### src/rtl/r5p_tcb_arbiter.sv
// Round-robin arbiter sharing one TCB subordinate between REQ_N managers, with fixed-delay response routing.
// Optional bus locking for atomic sequences is built when R5P_TCB_ARB_LOCK_EN is defined.
module r5p_tcb_arbiter #(
  parameter int unsigned REQ_N = 2,
  parameter int unsigned ADR_W = 32,
  parameter int unsigned DAT_W = 32,
  parameter int unsigned DLY   = 1
) (
  input  logic                     clk,
  input  logic                     rst,
  input  logic [REQ_N-1:0]         req_vld,
  input  logic [REQ_N-1:0]         req_wen,
  input  logic [REQ_N-1:0]         req_ren,
  input  logic [REQ_N-1:0]         req_lck,
  input  logic [REQ_N*ADR_W-1:0]   req_adr,
  input  logic [REQ_N*2-1:0]       req_siz,
  input  logic [REQ_N*DAT_W-1:0]   req_wdt,
  output logic [REQ_N-1:0]         req_rdy,
  output logic [REQ_N-1:0]         rsp_vld,
  output logic [DAT_W-1:0]         rsp_rdt,
  output logic                     rsp_err,
  output logic                     man_vld,
  output logic                     man_wen,
  output logic                     man_ren,
  output logic                     man_lck,
  output logic [ADR_W-1:0]         man_adr,
  output logic [1:0]               man_siz,
  output logic [DAT_W-1:0]         man_wdt,
  input  logic                     man_rdy,
  input  logic [DAT_W-1:0]         man_rdt,
  input  logic                     man_err
);

  localparam int unsigned IDX_W = (REQ_N > 1) ? $clog2(REQ_N) : 1;

  function automatic logic [REQ_N-1:0] onehot(input logic [IDX_W-1:0] idx);
    logic [REQ_N-1:0] oh;
    oh = '0;
    for (int i = 0; i < REQ_N; i++) oh[i] = (IDX_W'(i) == idx);
    return oh;
  endfunction

  logic [IDX_W-1:0] ptr, ptr_nx;
  logic [IDX_W-1:0] gidx;
  logic             gsel;
  logic [REQ_N-1:0] gnt;
  logic             xfer;

`ifdef R5P_TCB_ARB_LOCK_EN
  typedef enum logic [0:0] {ARB, LOCK} state_t;
  state_t           state, state_nx;
  logic [IDX_W-1:0] lck_own, lck_own_nx;
`else
  logic unused_lck;
  assign unused_lck = ^req_lck;
`endif

  // Two passes give the rotated priority order ptr+1 .. REQ_N-1, 0 .. ptr.
  always_comb begin
    gsel = 1'b0;
    gidx = '0;
    for (int i = 0; i < REQ_N; i++) begin
      if (!gsel && req_vld[i] && (IDX_W'(i) > ptr)) begin
        gsel = 1'b1;
        gidx = IDX_W'(i);
      end
    end
    for (int i = 0; i < REQ_N; i++) begin
      if (!gsel && req_vld[i] && (IDX_W'(i) <= ptr)) begin
        gsel = 1'b1;
        gidx = IDX_W'(i);
      end
    end
`ifdef R5P_TCB_ARB_LOCK_EN
    if (state == LOCK) begin
      gsel = 1'b1;
      gidx = lck_own;
    end
`endif
  end

  assign gnt     = gsel ? onehot(gidx) : '0;
  assign req_rdy = gnt & {REQ_N{man_rdy}};

  always_comb begin
    man_vld = |(req_vld & gnt);
    man_wen = 1'b0;
    man_ren = 1'b0;
    man_lck = 1'b0;
    man_adr = '0;
    man_siz = '0;
    man_wdt = '0;
    for (int i = 0; i < REQ_N; i++) begin
      if (gnt[i]) begin
        man_wen = man_wen | req_wen[i];
        man_ren = man_ren | req_ren[i];
`ifdef R5P_TCB_ARB_LOCK_EN
        man_lck = man_lck | req_lck[i];
`endif
        man_adr = man_adr | req_adr[i*ADR_W +: ADR_W];
        man_siz = man_siz | req_siz[i*2 +: 2];
        man_wdt = man_wdt | req_wdt[i*DAT_W +: DAT_W];
      end
    end
  end

  assign xfer = man_vld & man_rdy;

`ifdef R5P_TCB_ARB_LOCK_EN
  always_comb begin
    state_nx   = state;
    lck_own_nx = lck_own;
    ptr_nx     = ptr;
    case (state)
      ARB: begin
        if (xfer) begin
          ptr_nx = gidx;
          if (man_lck) begin
            state_nx   = LOCK;
            lck_own_nx = gidx;
          end
        end
      end
      LOCK: begin
        // Only lck_own can be granted here, so any unlocked transfer is its release.
        if (xfer && !man_lck) begin
          state_nx = ARB;
          ptr_nx   = lck_own;
        end
      end
      default: state_nx = ARB;
    endcase
  end

  always_ff @(posedge clk) begin
    if (!rst) begin
      state   <= ARB;
      lck_own <= '0;
    end else begin
      state   <= state_nx;
      lck_own <= lck_own_nx;
    end
  end
`else
  always_comb begin
    ptr_nx = ptr;
    if (xfer) ptr_nx = gidx;
  end
`endif

  always_ff @(posedge clk) begin
    if (!rst) ptr <= IDX_W'(REQ_N-1);
    else      ptr <= ptr_nx;
  end

  // Response pipeline: stage 0 captures {transfer, owner}, stage DLY-1 is the response cycle.
  logic [DLY-1:0]   vld_p;
  logic [IDX_W-1:0] own_p [DLY];

  always_ff @(posedge clk) begin
    if (!rst) vld_p <= '0;
    else begin
      vld_p[0] <= xfer;
      for (int i = 1; i < DLY; i++) vld_p[i] <= vld_p[i-1];
    end
  end

  always_ff @(posedge clk) begin
    own_p[0] <= gidx;
    for (int i = 1; i < DLY; i++) own_p[i] <= own_p[i-1];
  end

  assign rsp_vld = vld_p[DLY-1] ? onehot(own_p[DLY-1]) : '0;
  assign rsp_rdt = man_rdt;
  assign rsp_err = man_err;

endmodule

### config.mk
export PLATFORM = sky130hd
export DESIGN_NAME = r5p_tcb_arbiter
export DESIGN_NICKNAME = d
export VERILOG_FILES = /design/src/rtl/r5p_tcb_arbiter.sv
export SDC_FILE = /design/constraint.sdc
export NUM_CORES = 1
export LEC_CHECK = 0
export CORE_AREA = 5 5 106 108
export CTS_CLUSTER_DIAMETER = 150
export DETAILED_ROUTE_END_ITERATION = 12
export DIE_AREA = 0 0 111 113
export GPL_TIMING_DRIVEN = 0
export HOLD_SLACK_MARGIN = 0.06
export PLACE_DENSITY = 0.61
export SLEW_MARGIN = 20
export SYNTH_ARGS = -nofsm -noshare
export SYNTH_HDL_FRONTEND = slang
export SYNTH_SLANG_ARGS = --single-unit
### constraint.sdc
create_clock -name clk -period 2.4 [get_ports clk]
set_clock_uncertainty 0.1 [all_clocks]
set_input_delay 0.72 -clock clk [delete_from_list [all_inputs] [get_ports clk]]
set_output_delay 0.72 -clock clk [all_outputs]
set_load 0.02 [all_outputs]
==> results of run 1 <==
Yosys cell counts, drive strengths merged:
| library cell | count |
|---|---|
| or2 | 1 |
| and2 | 2 |
| o21ai | 1 |
| nand2b | 1 |
| a21oi | 1 |
| nor2b | 1 |
| conb | 1 |
| and3 | 3 |
| buf | 51 |
| dfxtp | 3 |
| clkbuf | 6 |
| a21boi | 1 |
| a32o | 68 |
kinds of logic after synthesis:
group | after synthesis | synth area share
buf+inv | 57 | 0.3144
other cells | 1 | 0.003152
compound gates | 71 | 0.5899
flops | 3 | 0.05048
simple gates | 8 | 0.04207
worst min-delay path by stage:
stage,endpoint,slack [ns],depth (start not counted)
floorplan,ptr$_SDFFE_PN1P_,0.43,2
global placement,ptr$_SDFFE_PN1P_,0.46,2
detailed placement,ptr$_SDFFE_PN1P_,0.47,2
CTS,ptr$_SDFFE_PN1P_,0.50,2
global route,ptr$_SDFFE_PN1P_,0.57,2
finish,ptr$_SDFFE_PN1P_,0.51,2
state kept, by name, summed over array words and instances (netlist names):
register and flops:
own_p 1, ptr 1, vld_p 1
timing repair:
item | 4_1_cts | 5_1_grt
cloned | 3 | 4
hold buffers | 0 | 0
pin swaps | 31 | 8
setup endpoints to repair | 71 | 69
hold endpoints to repair | 0 | 0
buffers inserted | 5 | 0
resized for setup | 493 | 48
worst max-delay path, stage by stage:
cell      delay, ns
buf_8          0.10
a21boi_4       0.14
buf_6          0.15
buf_8          0.14
a32o_2         0.24
buf_6          0.14
final cells by class:
class | instances | area, um^2 | area share
Buffer | 56 | 513.0 | 0.1167
Clock buffer | 4 | 45.04 | 0.01025
Multi-Input combinational cell | 80 | 837.1 | 0.1905
Sequential cell | 3 | 60.06 | 0.01367
Tap cell | 136 | 170.2 | 0.03872
Timing Repair Buffer | 257 | 2769 | 0.6301
power groups by stage:
stage | registers (mW) | logic, mW | clock network, mW
after floorplan | 0.0556 | 0.382 | 0
after global placement | 0.0559 | 0.912 | 0
after detailed placement | 0.0560 | 0.914 | 0
after CTS | 0.0559 | 1.01 | 0.150
after global routing | 0.0564 | 1.10 | 0.157
final | 0.0560 | 1.04 | 0.144
metrics by stage:
step,area (um^2),setup slack [ns]
after CTS,4202,-0.07311
after detailed placement,3812,-1.239
after global routing,4394,-0.05830
after global placement,3812,-1.261
final,4394,-0.04087
after floorplan,1190,0.04565
per-layer routing:
| layer | GRT usage | vias up | routed length [um] |
|---|---|---|---|
| li1 | - | 1096 | - |
| met1 | 0.1540 | 1070 | 3681 |
| met2 | 0.2549 | 147 | 5125 |
| met4 | 0.03612 | 0 | 203 |
| met3 | 0.04866 | 14 | 863 |
| met5 | 0 | - | 0 |
==> flow_metrics.tcl, run 1 <==
set metrics [dict create \
    cts_tree "built" \
    cts_buffers 3 \
    slew_viol_final 0 \
    p_clk_frac 0.116 \
    drt-initial-drc-count 83 \
    grt_pass1_wl_mm 14.35 \
    grt_use_total 0.1394 \
    final_cell_mix "clkdlybuf4s50_1, buf_6, a32o_2" \
    crit-reg2reg-capture "own_p[0]$_DFF_P_" \
    cts_sinks 3 \
    fin_nets 577 \
    synth.top_cells.by_area "a32o_1, buf_4, buf_2" \
    netlist_area_mm2 0.001190 \
    grt-ovfl-total 0 \
    crit_path_end "man_adr[0]" \
    io_buffer_count 245 \
    dieWidth_um 111 \
    via_per_inst 4.341 \
    wirelength_mm 9.874 \
    syn_to_final_growth_pct 269.3 \
    start_util 0.1174 \
    period_share 1.017 \
    cts_max_level 1 \
    antenna_found_initial 0 \
    gp_congestion 0.8252 \
    grt_max_degree 11 \
    antenna_cells 0 \
    power_frac_comb 0.839 \
    stdcell_count 536 \
    hold_class "reg -> reg" \
    p_per_area_mw_per_mm2 283.3 \
    rows 37 \
    outcome "finished with violations" \
    total_power_mw 1.245 \
    wl_per_cell_um 18.42 \
    fillers 963 \
    yosysUniqueCellTypes 16 \
    setup_viol 66 \
    finalHoldViolations 0 \
    drtPass1Iterations 4 \
    syn_nets 316 \
    critical_path_class "in -> out" \
    cellLeakagePower_nw 2.030 \
    grt_pass1_vias 2550 \
    swShare 0.3548 \
    drc 0 \
    netlist.area_leader.share 0.5720 \
    r2r-start "ptr$_SDFFE_PN1P_" \
    r2r_slack_ns 1.40 \
    insertion_delay_ns 0.21 \
    tns_ns -0.9972 \
    clockBufferDepth 2 \
    drv_cap 0 \
    ys_seq_area_frac 0.05047 \
    synth-seq-cells 3 \
    clock.fmax_mhz 409.7 \
    hold-worst-slack_ns 0.5087 \
    layout_min_cycle_time_ns 2.441 \
    via_count 2327 \
    critPathLaunch "req_vld[1]" \
    crit_required_ns 1.58 \
    dieArea_mm2 0.01254 \
    startpoint_type "input port" \
    cp-end-kind "output pin" \
    die_h_um 113 \
    final_common_cell "clkdlybuf4s50_1" \
    final_util 0.4334 \
    violations "negative setup slack" \
    internal-power_mw 0.8032 \
    worstPathArrival_ns 1.62 \
    drive_gt1_frac 0.4925 \
    power_frac_seq 0.045 \
    final.setup.worst_slack_ns -0.04087 \
    peakVddDrop_mv 0.1225 \
    ctsRootBufferMaster "clkbuf_8" \
    yosys_warnings 0 \
    path_clk_slew_ns 0.03 \
    rsz0062_at_grt "yes" \
    yosysTopAreaCell "a32o_1" \
    path_max_fanout 10 \
    syn_inst 140 \
    antenna_left 0 \
    core_mm2 0.01014 \
    dp_cells 521 \
    ioPinCount 283 \
    rr_worst_depth 3 \
    holdCritStartpoint "ptr$_SDFFE_PN1P_" \
    place_hpwl_mm 7.793 \
    syn_avg_cell_area_um2 8.499 \
    power.net_switching_mw 0.4418 \
]
No activity file was read; power rests on OpenSTA's default activity.
==> run 2, diff against run 1 <==
==> config.mk (replaced) <==
export PLATFORM = sky130hd
export DESIGN_NAME = r5p_tcb_arbiter
export DESIGN_NICKNAME = d
export VERILOG_FILES = /design/src/rtl/r5p_tcb_arbiter.sv
export SDC_FILE = /design/constraint.sdc
export NUM_CORES = 1
export LEC_CHECK = 0
export CORE_ASPECT_RATIO = 0.5
export CORE_MARGIN = 5
export CORE_UTILIZATION = 15
export CTS_CLUSTER_DIAMETER = 150
export DETAILED_ROUTE_END_ITERATION = 12
export GPL_TIMING_DRIVEN = 0
export HOLD_SLACK_MARGIN = 0.06
export PLACE_DENSITY = 0.77
export SLEW_MARGIN = 15
export SYNTH_ARGS = -nofsm -noshare
export SYNTH_HDL_FRONTEND = slang
export SYNTH_SLANG_ARGS = --single-unit
==> constraint.sdc (replaced) <==
create_clock -name clk -period 2.2 [get_ports clk]
set_clock_uncertainty 0.1 [all_clocks]
set_input_delay 0.66 -clock clk [delete_from_list [all_inputs] [get_ports clk]]
set_output_delay 0.66 -clock clk [all_outputs]
set_load 0.02 [all_outputs]
==> run 2 against run 1 <==
The run still ends with negative setup slack left; clock power rose by 98%; global-route usage rose by 4.3 points; first-iteration DRC count rose by 29%; critical path depth did not move; worst setup slack got worse by 0.11 ns; count of clock-buffer cells in the layout did not move; hold slack improved by 0.00088 ns.
==> flow_metrics.tcl, run 2 (synthesized netlist as in run 1, its figures left out) <==
set metrics [dict create \
    rsz0062_at_grt "yes" \
    holdCritStartpoint "ptr$_SDFFE_PN1P_" \
    crit_chain "buf_8 -> a21boi_4 -> buf_6 -> buf_8 -> a32o_2 -> buf_6" \
    r2r_slack_ns 1.17 \
    ioPinCount 283 \
    fin_nets 576 \
    final_cell_mix "clkdlybuf4s50_1, buf_6, a32o_2" \
    insertion_delay_ns 0.22 \
    final.setup.worst_slack_ns -0.1505 \
    start_util 0.1583 \
    grt-ovfl-total 0 \
    io_buffer_count 245 \
    cts_buffers 3 \
    cts_max_level 1 \
    antenna_left 0 \
    p_clk_frac 0.195 \
    grt_pass1_vias 2500 \
    drive_gt1_frac 0.5363 \
    final_common_cell "clkdlybuf4s50_1" \
    cp-end-kind "output pin" \
    place_ws_ns -1.174 \
    worst_path_max_delay_cell "a32o_2" \
    die_h_um 72.98 \
    crit-reg2reg-capture "own_p[0]$_DFF_P_" \
    grt_max_degree 11 \
    clockBufferDepth 2 \
    holdPathEnd "ptr$_SDFFE_PN1P_" \
    path_clk_slew_ns 0.03 \
    syn_to_final_growth_pct 260.9 \
    gp_congestion 0.8045 \
    dieArea_mm2 0.009922 \
    rows 22 \
    drt-initial-drc-count 107 \
    regArea_um2 60.06 \
    dieWidth_um 136.0 \
    period_share 1.068 \
    total_power_mw 1.462 \
    fillers 681 \
    rr_worst_depth 3 \
    power_frac_comb 0.764 \
    layout_min_cycle_time_ns 2.350 \
    grt_use_total 0.1825 \
    ctsRootBufferMaster "clkbuf_16" \
    cpPeakStageDelay_ns 0.26 \
    holdPathStages 2 \
    hold_buffers 0 \
    via_per_inst 4.499 \
    wirelength_mm 9.976 \
    crit_required_ns 1.44 \
    wl_per_cell_um 19.68 \
    path_max_fanout 10 \
    critical_path_class "in -> out" \
    r2r-start "ptr$_SDFFE_PN1P_" \
    worstPathArrival_ns 1.59 \
    power.net_switching_mw 0.4913 \
    place_hpwl_mm 8.299 \
    swShare 0.3360 \
    peakVddDrop_mv 0.2691 \
    grt_pass1_wl_mm 14.06 \
    via_count 2281 \
    startpoint_type "input port" \
    cts_sinks 3 \
    slew_viol_final 0 \
    finalHoldViolations 0 \
    setup_viol 69 \
    core_mm2 0.007515 \
    outcome "finished with violations" \
    antenna_cells 0 \
    hold_class "reg -> reg" \
    antenna_found_initial 0 \
    multiInputGateArea_um2 863.3 \
    clock.fmax_mhz 425.4 \
    cellLeakagePower_nw 2.139 \
    reg_top3 "own_p x1, ptr x1, vld_p x1" \
    cts_tree "built" \
    p_per_area_mw_per_mm2 340.5 \
    violations "negative setup slack" \
    internal-power_mw 0.9710 \
    drv_cap 0 \
    drtPass1Iterations 4 \
    drc 0 \
    power_frac_seq 0.042 \
]
[run 2: cell type report]
| type | count | area share |
|---|---|---|
| Multi-Input combinational cell | 80 | 0.2010 |
| Clock buffer | 4 | 0.01836 |
| Buffer | 56 | 0.1087 |
| Timing Repair Buffer | 256 | 0.6265 |
| Sequential cell | 3 | 0.01399 |
| Tap cell | 108 | 0.03147 |
[run 2: critical path: cells and delay by family]
family | cells | cell delay (ns)
buf+inv | 4 | 0.51
compound gates | 2 | 0.41
[run 2: power groups by stage]
stage,clock network (mW),logic [mW],registers [mW]
5_1_grt,0.302,1.17,0.0616
6_report,0.285,1.12,0.0612
3_5_place_dp,0,1.02,0.0610
2_1_floorplan,0,0.443,0.0606
3_3_place_gp,0,1.02,0.0610
4_1_cts,0.292,1.11,0.0611
[run 2: per-stage QoR]
step,hold slack (ns),cells,setup TNS (ns),cell area (um^2),util
3_5_place_dp,0.4700,493,-79.40,3864,0.5142
2_1_floorplan,0.4334,140,0,1276,-
6_report,0.5096,507,-6.777,4294,0.5714
4_1_cts,0.5007,507,-7.734,4239,0.5641
5_1_grt,0.5310,507,-8.736,4294,0.5714
3_3_place_gp,0.4610,493,-81.07,3864,0.5142
[run 2: per-layer routing]
metal,track usage,up-vias,wire (um)
li1,-,1093,-
met1,0.2112,1080,3842
met2,0.3524,90,5509
met3,0.02755,18,413
met4,0.05028,0,212
met5,0,-,0
[run 2: how the worst max path moves through the flow]
stage,from,end,slack [ns],cells past startpoint
6_report,req_vld[1],man_adr[3],-0.15,6
5_1_grt,req_vld[0],man_adr[2],-0.17,6
4_1_cts,req_vld[1],man_adr[9],-0.14,7
3_5_place_dp,req_vld[1],man_adr[28],-1.17,5
3_3_place_gp,req_vld[1],man_adr[28],-1.21,5
2_1_floorplan,req_vld[0],req_rdy[1],0.02,4
[run 2: timing repair]
action	CTS	global route
buffers inserted	5	1
resized for setup	467	20
pin swaps	8	11
setup endpoints to repair	71	70
cloned	5	0
